**config.mk**
```make
export PLATFORM = sky130hd
export DESIGN_NAME = line_rr_arbiter
export DESIGN_NICKNAME = d
export VERILOG_FILES = /design/src/rtl/line_rr_arbiter.sv
export SDC_FILE = /design/constraint.sdc
export NUM_CORES = 1
export LEC_CHECK = 0
export ABC_AREA = 1
export CAP_MARGIN = 10
export CORE_ASPECT_RATIO = 1.1
export CORE_MARGIN = 1.5
export CORE_UTILIZATION = 41
export DETAILED_ROUTE_END_ITERATION = 8
export SYNTH_ARGS = -nofsm -noshare
export SYNTH_HDL_FRONTEND = slang
export SYNTH_SLANG_ARGS = --single-unit
export TNS_END_PERCENT = 1
```
**constraint.sdc**
```tcl
create_clock -name clk -period 3.7 [get_ports clk]
set_clock_uncertainty 0.15 [all_clocks]
set_input_delay 0.37 -clock clk [delete_from_list [all_inputs] [get_ports clk]]
set_output_delay 0.37 -clock clk [all_outputs]
set_load 0.05 [all_outputs]
```
**src/rtl/line_rr_arbiter.sv**
```systemverilog
// line_rr_arbiter
//   Round-robin arbiter that shares one 2-to-4 line decoder among four
//   requesters. A grant lasts until the grantee drops its request or until
//   HOLD_MAX cycles have elapsed. One dead cycle separates any two grants,
//   so two decoder lines are never high at the same time.
//
//   State  | meaning
//   IDLE   | no grant, no requests pending
//   GRANT  | decoder enabled for requester sel; hold counter running
//   GAP    | single dead cycle after a grant; next winner is chosen here
//
// Ports
//   clk      in   system clock, rising edge
//   rst_n    in   asynchronous active-low reset
//   req[3:0] in   request vector, bit i from requester i
//   sel[1:0] out  registered grantee index, drives decoder in[1:0]
//   en       out  registered decoder enable, high only in GRANT
//   gnt[3:0] out  registered one-hot grant, en ? (1 << sel) : 0
//   expired  out  one-cycle pulse in a GAP caused by hold-time expiry
//   busy     out  high in GRANT and GAP
module line_rr_arbiter #(
    parameter int unsigned HOLD_MAX = 8,
    parameter int unsigned CW       = 8
) (
    input  logic       clk,
    input  logic       rst_n,
    input  logic [3:0] req,
    output logic [1:0] sel,
    output logic       en,
    output logic [3:0] gnt,
    output logic       expired,
    output logic       busy
);

    localparam logic [1:0] ST_IDLE  = 2'd0;
    localparam logic [1:0] ST_GRANT = 2'd1;
    localparam logic [1:0] ST_GAP   = 2'd2;

    localparam logic [CW-1:0] HOLD_LAST = CW'(HOLD_MAX - 1);

    logic [1:0]    state_q, state_d;
    logic [1:0]    ptr_q, ptr_d;
    logic [1:0]    sel_q, sel_d;
    logic          en_q, en_d;
    logic [3:0]    gnt_q, gnt_d;
    logic          expired_q, expired_d;
    logic          busy_q, busy_d;
    logic [CW-1:0] hold_cnt_q, hold_cnt_d;

    logic [1:0] win_idx;
    logic [1:0] scan_idx;
    logic       win_found;

    // First asserted request scanning upward from ptr with 2-bit wrap.
    always_comb begin
        win_idx   = ptr_q;
        win_found = 1'b0;
        scan_idx  = ptr_q;
        for (int i = 0; i < 4; i++) begin
            scan_idx = ptr_q + 2'(i);
            if (!win_found && req[scan_idx]) begin
                win_idx   = scan_idx;
                win_found = 1'b1;
            end
        end
    end

    always_comb begin
        state_d    = state_q;
        ptr_d      = ptr_q;
        sel_d      = sel_q;
        hold_cnt_d = hold_cnt_q;
        expired_d  = 1'b0;

        case (state_q)
            ST_IDLE: begin
                if (win_found) begin
                    sel_d      = win_idx;
                    hold_cnt_d = '0;
                    state_d    = ST_GRANT;
                end
            end
            ST_GRANT: begin
                hold_cnt_d = hold_cnt_q + CW'(1);
                // Release is checked first so a grantee that lets go on its
                // last allowed cycle is not flagged as expired.
                if (!req[sel_q]) begin
                    state_d = ST_GAP;
                    ptr_d   = sel_q + 2'd1;
                end else if (hold_cnt_q == HOLD_LAST) begin
                    state_d   = ST_GAP;
                    ptr_d     = sel_q + 2'd1;
                    expired_d = 1'b1;
                end
            end
            ST_GAP: begin
                if (win_found) begin
                    sel_d      = win_idx;
                    hold_cnt_d = '0;
                    state_d    = ST_GRANT;
                end else begin
                    state_d = ST_IDLE;
                end
            end
            default: begin
                state_d = ST_IDLE;
            end
        endcase
    end

    // Outputs are registered copies of the next-state decode so they line up
    // with the state they describe.
    always_comb begin
        en_d   = (state_d == ST_GRANT);
        busy_d = (state_d != ST_IDLE);
        gnt_d  = en_d ? (4'b0001 << sel_d) : 4'b0000;
    end

    always_ff @(posedge clk or negedge rst_n) begin
        if (!rst_n) begin
            state_q    <= ST_IDLE;
            ptr_q      <= 2'd0;
            sel_q      <= 2'd0;
            en_q       <= 1'b0;
            gnt_q      <= 4'b0000;
            expired_q  <= 1'b0;
            busy_q     <= 1'b0;
            hold_cnt_q <= '0;
        end else begin
            state_q    <= state_d;
            ptr_q      <= ptr_d;
            sel_q      <= sel_d;
            en_q       <= en_d;
            gnt_q      <= gnt_d;
            expired_q  <= expired_d;
            busy_q     <= busy_d;
            hold_cnt_q <= hold_cnt_d;
        end
    end

    assign sel     = sel_q;
    assign en      = en_q;
    assign gnt     = gnt_q;
    assign expired = expired_q;
    assign busy    = busy_q;

endmodule

```
# Word-level counts from Yosys, hierarchy flattened
# Cells that the tools add are included.
# classes
n_mul	0
n_reduce_logical	12
addsub	5
div_mod_pow	0
mux	32
bitwise	0
magnitude_cmp	5
n_shift	1
n_eq_ne	6
# op_table
cell	count
two-way mux 2 bit	10
one-hot mux 8 bit (2 select lines)	1
less-than comparator 2 x 3 -> 1 bit (second input constant)	5
two-way mux 1 bit	13
binary-select mux 1 bit (select 2 bit)	5
adder 8 x 1 -> 8 bit (second input constant)	1
equality test 8 x 3 -> 1 bit (second input constant)	1
two-way mux 8 bit	1
one-hot mux 2 bit (3 select lines)	1
adder 2 x 1 -> 2 bit (second input constant)	2
adder 2 bit (second input constant)	2
equality test 2 x 1 -> 1 bit (second input constant)	2
two-way mux 4 bit	1
inequality test 2 x 1 -> 1 bit (second input constant)	2
AND reduction 2 bit	2
nonzero test 2 bit	2
left shift 1 x 2 -> 4 bit (first input constant)	1
logical AND 1 bit	3
zero test 1 bit	3
equality test 2 bit (second input constant)	1
zero test 2 bit	1
OR reduction 2 bit	1
# totals
inputBits	6
mem_bits_ro	0
latchBits	0
reg_bits	21
word_cells	69
ramBits	0
n_memories	0

# Longest topological paths before layout
# Gate-level depths: netlist of the first run.
# depth
ltp_word	16
ltp_mapped	14

# Worst setup path after synthesis of the first run
# OpenSTA, ideal clock, no wires.
# synth_timing
path_kind	flip-flop to flip-flop
startpoint	reg sel_q[0] (netlist: sel[0])
endpoint	reg gnt_q[0] (netlist: gnt[0])
path_buffers	0
slack_ps	1932
arrival_time_ps	1547
path_stages_with_launch	9
synth_period_minus_slack_ps	1768
path_cell_list	dfrtp_1 -> inv_1 -> a21oi_1 -> o21ai_0 -> nand2_1 -> nand2_1 -> o21ai_2 -> nand3_1 -> nor2_1
# synth_via
elab_chain_len	6
word_cells_on_any_way	9
cone_classes	1 x eq/ne; 1 x shift; 7 x mux
# synth_lines
element	line_no	source
from (decl)	43	logic [1:0] sel_q, sel_d;
from (signal assigned)	132	sel_q <= sel_d;
binary-select mux 1 bit (select 2 bit)	87	if (!req[sel_q]) begin
two-way mux 1 bit (not written as such)	87	
two-way mux 2 bit	87	
one-hot mux 2 bit (3 select lines)	75	case (state_q)
net state_d[0]	41	logic [1:0] state_q, state_d;
equality test 2 x 1 -> 1 bit	114	en_d = (state_d == ST_GRANT);
two-way mux 4 bit	116	gnt_d = en_d ? (4'b0001 << sel_d) : 4'b0000;
net gnt_d[0]	45	logic [3:0] gnt_q, gnt_d;
to (signal assigned)	134	gnt_q <= gnt_d;
to (decl)	45	
# The timed path passes the listed nets, and every way through them passes these cells. The select of a mux whose other input is x is not followed.
# A chain may end at the register's enable or synchronous reset.

# Worst setup path after layout of the first run
# layout_timing
startpoint	reg sel_q[1] (netlist: sel[1])
endpoint	out sel[1]
# layout_lines
element	line_no	source
to (decl)	28	output logic [1:0] sel,
# No word-level cell between the ends.

==> results of run 1 <==
## logic make-up (layout without fill, tap and decap cells)
family          count (synthesis)  count (layout)
compound gates                 15              15
xor+xnor                        5               5
fa+ha+maj                       1               1
buf+inv                        19              35
flops                          21              21
simple gates                  106             106
## per-layer routing
metal | GRT usage | vias to the layer above | share of wire
li1 | - | 562 | -
met1 | 0.236 | 494 | 0.48
met2 | 0.279 | 29 | 0.46
met3 | 0.0294 | 6 | 0.049
met4 | 0.0816 | 0 | 0.015
met5 | 0 | - | 0
## path summary, 6_finish.rpt
| kind | from | endpoint | depth (start not counted) |
|---|---|---|---|
| hold reg to reg | hold_cnt_q[0] | hold_cnt_q[0] | 1 |
| max in group asynchronous | rst_n | ptr_q[1] | 1 |
| setup / recovery | sel[1] | sel[1] | 1 |
| hold / removal | hold_cnt_q[0] | hold_cnt_q[0] | 1 |
| min in group asynchronous | rst_n | en | 1 |
| setup reg to reg | ptr_q[0] | gnt[2] | 9 |
## cell usage in the layout, fill, tap and decap left out
master,count
a21oi_1,4
clkbuf_4,3
clkdlybuf4s50_1,14
clkinv_2,1
dfrtp_1,21
ha_1,1
inv_1,11
inv_2,6
nand2_1,56
nand2_2,9
nand2_4,1
nand3_1,13
nand3_4,1
nand4_1,1
nor2_1,15
nor2_2,3
nor2_4,1
nor3_1,5
nor3b_1,1
o21ai_0,5
o21ai_1,1
o21ai_2,1
o21ai_4,2
o22ai_1,1
o32ai_1,1
xnor2_1,2
xor2_1,3
## power by group through the flow
stage	clock network (uW)	logic [uW]	registers [uW]
after CTS	118	821	379
after floorplan	0	561	466
final	114	816	379
after global placement	0	809	384
after detailed placement	0	816	384
after global routing	130	921	390
## flip-flops by register name, indices dropped and copies added (netlist names)
register	count
busy	1
en	1
expired	1
gnt	4
hold_cnt_q	8
ptr_q	2
sel	2
state_q	2
## through the flow
| step | utilization | power, uW | setup slack, ns | hold WS (ns) |
|---|---|---|---|---|
| finish | 0.507 | 1310 | 1.57 | 0.365 |
| global route | 0.507 | 1440 | 1.37 | 0.384 |
| CTS | 0.507 | 1320 | 1.56 | 0.367 |
| detailed placement | 0.497 | 1200 | 1.53 | 0.350 |
| global placement | 0.497 | 1190 | 1.57 | 0.338 |
| floorplan | - | 1030 | 1.93 | -0.0756 |
## final cells by class
type / count / share of cell area
multi-input combinational: 127 / 0.448
inverter: 17 / 0.0441
timing repair buffer: 14 / 0.0969
sequential: 21 / 0.363
tap: 33 / 0.0285
clock buffer: 3 / 0.0156
clock inverter: 1 / 0.00346
## worst register-to-register path, cell delays in order, from the launching register on
cell and delay [ns]:
dfrtp_1 0.63, inv_2 0.18, nand2_2 0.12, nand3_1 0.09
nand2_2 0.15, nand3_4 0.11, o21ai_4 0.23, nor2_2 0.06
a21oi_1 0.20, nor2_1 0.06
==> reports/results.ini, run 1 <==
[worst_setup_path]
cpLargestDelayFamily=buffers and inverters
crit_required_ns=3.18
rrSetupSlack_ns=1.61
cp-start-kind=register
worstPathCellList=clkdlybuf4s50_1
cp_max_fo=4
critPathKind=register to output port
worst_path_largest_cell_delay_ns=0.84
endpoint_kind=output port
path_buf_inv=1
slowest_stage=clkdlybuf4s50_1
arrival_ns=1.61

[placement]
placed_cell_area_sq_um=1420
place_inst=212
dp_hpwl_mm=1.91
gp_congestion=0.821
port_buffers=14

[synthesis]
synth-edff-count=0
ys_seq_area_frac=0.417
ys_ff_latch=21
ys_warn_count=0
syn_area_per_cell_sq_um=7.54
syn_inst=167
synth_area_leaders=dfrtp_1 42%, nand2_1 17%, nand3_1 5.2%
synth_most_common_cell=nand2_1
synth.net_count=174
yosys-top-cells-count=56 x nand2_1, 21 x dfrtp_1, 15 x nor2_1
synth_mux_area_frac=0
synthArstFlopShare=1.00
synth_compound_area_frac=0.0844
synth_cell_types=25
synth_top_area_share=0.417
synthSimpleGateAreaFrac=0.385
synth_fa_ha_area_frac=0.00993
synthesis.area_sq_um=1260
ys.flop_type=dfrtp_1
synth_xor_area_frac=0.0348
yosysTopAreaCell=dfrtp_1
synth_top_family_by_area=simple AND/OR/NAND/NOR gates

[clock_network]
cts_tree=built
root_buffer=clkbuf_4
numCtsBuffers=3
postCtsSetupBuffers=0
htree_num_levels=1
cts_sinks=21
cts_hold_buf=0
cts_buffer_depth=2
path_clk_slew_ns=0.12
insertion_delay_ns=0.31
cts_resized=0

[route]
via_per_inst=5.05
wirelength_mm=2.52
ant_nets=0
vias=1091
drt_drc_violations_left=0
firstDrtPassIters=4
wire_per_inst_um=11.6
drt_iter0_drc=43

[grt]
antenna_found_initial=0
grtUsageTotal=0.174
grt_pass1_wl_mm=4.60
grt_max_degree=22
overflow=0
grt_pass1_vias=1029

[floorplan]
die_h_um=61.1
core_sq_um=2850
boundaryPins=15
row_count=20
fp.dieArea_sq_um=3410
die_x_um=55.9
start_util=0.442

[power]
p_sw_frac=0.538
pwr-share-comb=0.623
powerDensity_nw_per_um2=905
p_switching_uw=705
internal_power_uw=604
p_leak_uw=0.000701
vdd_drop_max_v=0.000526
pwr-share-clk=0.087
seqPwrFrac=0.290

[timing]
period_minus_slack_ns=2.13
finalHoldViolCount=0
relSlewSlack=0.383
drv_slew=0
fin_crit_sh=0.577
setup_viol=0
tightest_slew_ns=0.923
rsz0062_at_grt=no
fmax_ghz=0.469
tns_ns=0

[layout]
diodes=0
area_growth_pct=14.8
nets=191
final_area_sq_um=1450
fin_cells=216
fillers=287
multi_input_area_sq_um=648
regArea_sq_um=526
drive_gt1_frac=0.153

[run]
cap_violations=0

[min_path]
min_path_type=register to register

[run_status]
outcome=finished, final reports clean

Note: power is estimated with default switching activity, not from simulation.
==> run 2: changes to the inputs <==
==> constraint.sdc (replaced) <==
create_clock -name clk -period 2.2 [get_ports clk]
set_clock_uncertainty 0.15 [all_clocks]
set_input_delay 0.22 -clock clk [delete_from_list [all_inputs] [get_ports clk]]
set_output_delay 0.22 -clock clk [all_outputs]
set_load 0.05 [all_outputs]
==> run 2 against run 1 <==
Effect of this change: die area did not move; global-route usage shrank 0.12 points; first-iteration DRC count decreased by 35%; utilization up 0.83 points; power increased by 71%; clock power rose by 63%; sequential share of layout area fell by 0.50 points; non-clock buffer count up 3; setup slack got worse by 1.3 ns; combinational power rose by 74%; flip-flop and latch count did not move; cell count rose by 1.4%; critical path type unchanged.
==> reports/results.ini, run 2 (synthesis gave the netlist of run 1 again) <==
[layout]
nets=194
fillers=292
fin_cells=219
drive_gt1_frac=0.172
layout_commonest_cell=nand2_1
top_register=hold_cnt_q
layout_common_cells=56 x nand2_1, 20 x dfrtp_1, 15 x nor2_1
diodes=0
regArea_sq_um=527
largest_register_ffs=8
final_util=0.515
area_growth_pct=16.7
multi_input_area_sq_um=648

[worst_setup_path]
slowest_stage=clkdlybuf4s50_1
worstPathCellList=clkdlybuf4s50_1
critPathKind=register to output port
crit_end=sel[1]
worst_path_largest_cell_delay_ns=0.84
cp_max_fo=4
cpLargestDelayFamily=buffers and inverters
rrSetupSlack_ns=0.24
crit_start=sel[1]
cp.depth=1
r2r_cells=11
crit_required_ns=1.83
r2r_end=gnt[1]
arrival_ns=1.61
cp-start-kind=register
path_buf_inv=1
endpoint_kind=output port
r2r_start=ptr_q[0]

[power]
p_leak_uw=0.000714
p_sw_frac=0.533
vdd_drop_max_v=0.000810
pwr-share-comb=0.633
seqPwrFrac=0.283
internal_power_uw=1040
powerDensity_nw_per_um2=1520
p_switching_uw=1190
pwr-share-clk=0.083

[route]
wirelength_mm=2.60
drt_drc_violations_left=0
wire_per_inst_um=11.8
via_per_inst=4.85
ant_nets=0
drt_iter0_drc=28
vias=1062
firstDrtPassIters=4

[floorplan]
row_count=20
die_x_um=55.9
core_sq_um=2850
fp.dieArea_sq_um=3410
boundaryPins=15
start_util=0.442
die_h_um=61.1

[min_path]
min_path_type=input port to asynchronous set/reset pin

[clock_network]
postCtsSetupBuffers=0
cts_hold_buf=0
numCtsBuffers=3
cts_tree=built
path_clk_slew_ns=0.12
htree_num_levels=1
cts_sinks=21
root_buffer=clkbuf_4
cts_buffer_depth=2
insertion_delay_ns=0.30

[run_status]
outcome=finished, final reports clean

[grt]
grt_pass1_wl_mm=4.56
grt_max_degree=22
grtUsageTotal=0.173
overflow=0
antenna_found_initial=0
grt_pass1_vias=1008

[timing]
finalHoldViolCount=0
tns_ns=0
rsz0062_at_grt=no
fmax_ghz=0.504
relSlewSlack=0.669
fin_crit_sh=0.901
period_minus_slack_ns=1.98
setup_viol=0
drv_slew=0
tightest_slew_ns=0.495

[placement]
place_inst=215
gp_congestion=0.835
port_buffers=14
dp_hpwl_mm=2.01

[run]
cap_violations=0

## run 2: cell types whose count changed in the layout (fill, tap and decap cells not counted), sizes merged
cell  previous run  this run
buf              0         3
## run 2: per-stage QoR
stage	worst slack (ns)	power, uW	cell area, sq um	hold WS, ns
2_1_floorplan	0.432	1730	1260	-0.226
3_5_place_dp	0.202	2060	1440	0.345
6_report	0.217	2240	1470	0.0996
5_1_grt	0.0697	2450	1470	0.114
4_1_cts	0.206	2250	1470	0.105
3_3_place_gp	0.226	2040	1440	0.337
## run 2: cell type report
| cell class | count | share of cell area |
|---|---|---|
| inverter | 17 | 0.0434 |
| sequential | 21 | 0.358 |
| multi-input combinational | 127 | 0.441 |
| tap | 33 | 0.0281 |
| timing repair buffer | 17 | 0.111 |
| clock buffer | 3 | 0.0153 |
| clock inverter | 1 | 0.00340 |
## run 2: worst min-delay path by stage
stage               cells past startpoint       endpoint
finish                                  2         sel[1]
detailed placement                      2  hold_cnt_q[1]
CTS                                     2         sel[1]
global placement                        2  hold_cnt_q[1]
global route                            2        expired
floorplan                               0           busy
## run 2: layer usage
metal / track usage / vias to the layer above / wire length [um]
met5: 0 / - / 0
met4: 0.0510 / 0 / 21
met3: 0.0252 / 2 / 86
met2: 0.289 / 25 / 1190
met1: 0.239 / 469 / 1300
li1: - / 566 / -
## run 2: power by group through the flow
stage	Combinational, uW	Clock (uW)	Sequential (uW)
2_1_floorplan	944	0	784
3_3_place_gp	1410	0	636
3_5_place_dp	1420	0	638
4_1_cts	1420	194	630
5_1_grt	1590	211	649
6_report	1420	186	635
## run 2: repair_timing
| item | in CTS | in global routing |
|---|---|---|
| hold endpoints to repair | 0 | 0 |
| gates resized for setup | 0 | 1 |
| endpoints found under the setup margin | 0 | 2 |
==> run 3: changes to the inputs <==
--- a/config.mk
+++ b/config.mk
@@ -11,6 +11,8 @@
 export CORE_MARGIN = 1.5
 export CORE_UTILIZATION = 41
 export DETAILED_ROUTE_END_ITERATION = 8
+export RECOVER_POWER = 100
+export REMOVE_ABC_BUFFERS = 1
 export SYNTH_ARGS = -nofsm -noshare
 export SYNTH_HDL_FRONTEND = slang
 export SYNTH_SLANG_ARGS = --single-unit
==> run 3 against run 2 <==
Effect of this change: combinational power down 4%; flip-flop and latch count is the same; power shrank 2.5%; critical path depth unchanged; wire length decreased by 3.5%; die area is the same; cell count unchanged; setup slack worse by 0.029 ns; critical path type unchanged; largest power group unchanged.
==> reports/results.ini, run 3 (synthesis gave the netlist of run 1 again) <==
[run_status]
outcome=finished, final reports clean

[worst_setup_path]
r2r_start=ptr_q[0]
cp_max_fo=4
critPathKind=register to output port
crit_end=sel[1]
cp-start-kind=register
cp.depth=1
r2r_end=gnt[2]
cpLargestDelayFamily=buffers and inverters
r2r_cells=10
path_buf_inv=1
arrival_ns=1.64
slowest_stage=dlygate4sd3_1
endpoint_kind=output port
crit_required_ns=1.83
worstPathCellList=dlygate4sd3_1
crit_start=sel[1]
worst_path_largest_cell_delay_ns=0.90
rrSetupSlack_ns=0.24

[route]
ant_nets=0
drt_iter0_drc=15
wire_per_inst_um=11.4
vias=1104
firstDrtPassIters=4
wirelength_mm=2.50
via_per_inst=5.04
drt_drc_violations_left=0

[placement]
dp_hpwl_mm=2.07
port_buffers=14
gp_congestion=0.857

[power]
seqPwrFrac=0.290
p_sw_frac=0.532
vdd_drop_max_v=0.000669
internal_power_uw=1020
p_leak_uw=0.000725
pwr-share-clk=0.082
powerDensity_nw_per_um2=1490
pwr-share-comb=0.628
p_switching_uw=1160

[layout]
layout_common_cells=57 x nand2_1, 20 x dfrtp_1, 15 x nor2_1
nets=194
drive_gt1_frac=0.151
diodes=0
top_register=hold_cnt_q
area_growth_pct=16.1
layout_commonest_cell=nand2_1
largest_register_ffs=8

[floorplan]
start_util=0.442
row_count=20
boundaryPins=15
die_x_um=55.9
die_h_um=61.1
core_sq_um=2850
fp.dieArea_sq_um=3410

[timing]
drv_slew=0
period_minus_slack_ns=2.01
setup_viol=0
timing.hold.ws_ns=0.363
fin_crit_sh=0.914
tightest_slew_ns=1.08
tns_ns=0
fmax_ghz=0.497
finalHoldViolCount=0
relSlewSlack=0.279
rsz0062_at_grt=no

[clock_network]
htree_num_levels=1
cts_buffer_depth=2
numCtsBuffers=3
cts_sinks=21
cts_tree=built
path_clk_slew_ns=0.11
cts_hold_buf=0
root_buffer=clkbuf_4
insertion_delay_ns=0.30

[grt]
overflow=0
grt_pass1_vias=1091
grt_max_degree=22
antenna_found_initial=0
grt_pass1_wl_mm=4.51
grtUsageTotal=0.171

[min_path]
min_path_type=register to register

[run]
cap_violations=0

-- run 3: what timing repair did --
item                                    in CTS  in global routing
buffers inserted                             0                  0
endpoints found under the setup margin       0                  7
resized for setup                            0                  1
-- run 3: power by group through the flow --
stage                     Sequential (uW)  Combinational (uW)  Clock [uW]
after floorplan                       810                 878           0
after CTS                             636                1420         187
final                                 634                1370         179
after global placement                636                1390           0
after detailed placement              642                1420           0
after global routing                  656                1550         203
-- run 3: routing by layer --
| layer | up-vias | GRT usage | wire length [um] |
|---|---|---|---|
| met5 | - | 0 | 0 |
| li1 | 572 | - | - |
| met4 | 0 | 0.112 | 94 |
| met1 | 504 | 0.184 | 1040 |
| met2 | 20 | 0.332 | 1310 |
| met3 | 8 | 0.0147 | 56 |
-- run 3: worst min-delay path by stage --
stage                  startpoint  depth (start not counted)       endpoint  slack (ns)
floorplan                   rst_n                          0           busy       -0.23
global placement    hold_cnt_q[0]                          1  hold_cnt_q[0]        0.33
detailed placement  hold_cnt_q[1]                          2  hold_cnt_q[1]        0.34
CTS                         rst_n                          2           busy        0.11
global route        hold_cnt_q[0]                          1  hold_cnt_q[0]        0.40
finish              hold_cnt_q[0]                          1  hold_cnt_q[0]        0.36
-- run 3: area by class of cell --
cell class,instances,area [sq um]
Fill cell,305,1390
Multi-Input combinational cell,127,646
Sequential cell,21,527
Timing Repair Buffer,17,159
Inverter,17,63.8
Tap cell,33,41.3
Clock buffer,4,26.3
-- run 3: stage by stage --
step | cells | utilization | total power, uW | cell area, sq um | setup slack [ns]
4_1_cts | 219 | 0.514 | 2240 | 1470 | 0.152
3_3_place_gp | 215 | 0.505 | 2030 | 1440 | 0.203
6_report | 219 | 0.513 | 2180 | 1460 | 0.188
3_5_place_dp | 215 | 0.505 | 2060 | 1440 | 0.177
2_1_floorplan | 165 | - | 1690 | 1240 | 0.405
5_1_grt | 219 | 0.513 | 2410 | 1460 | 0.0424
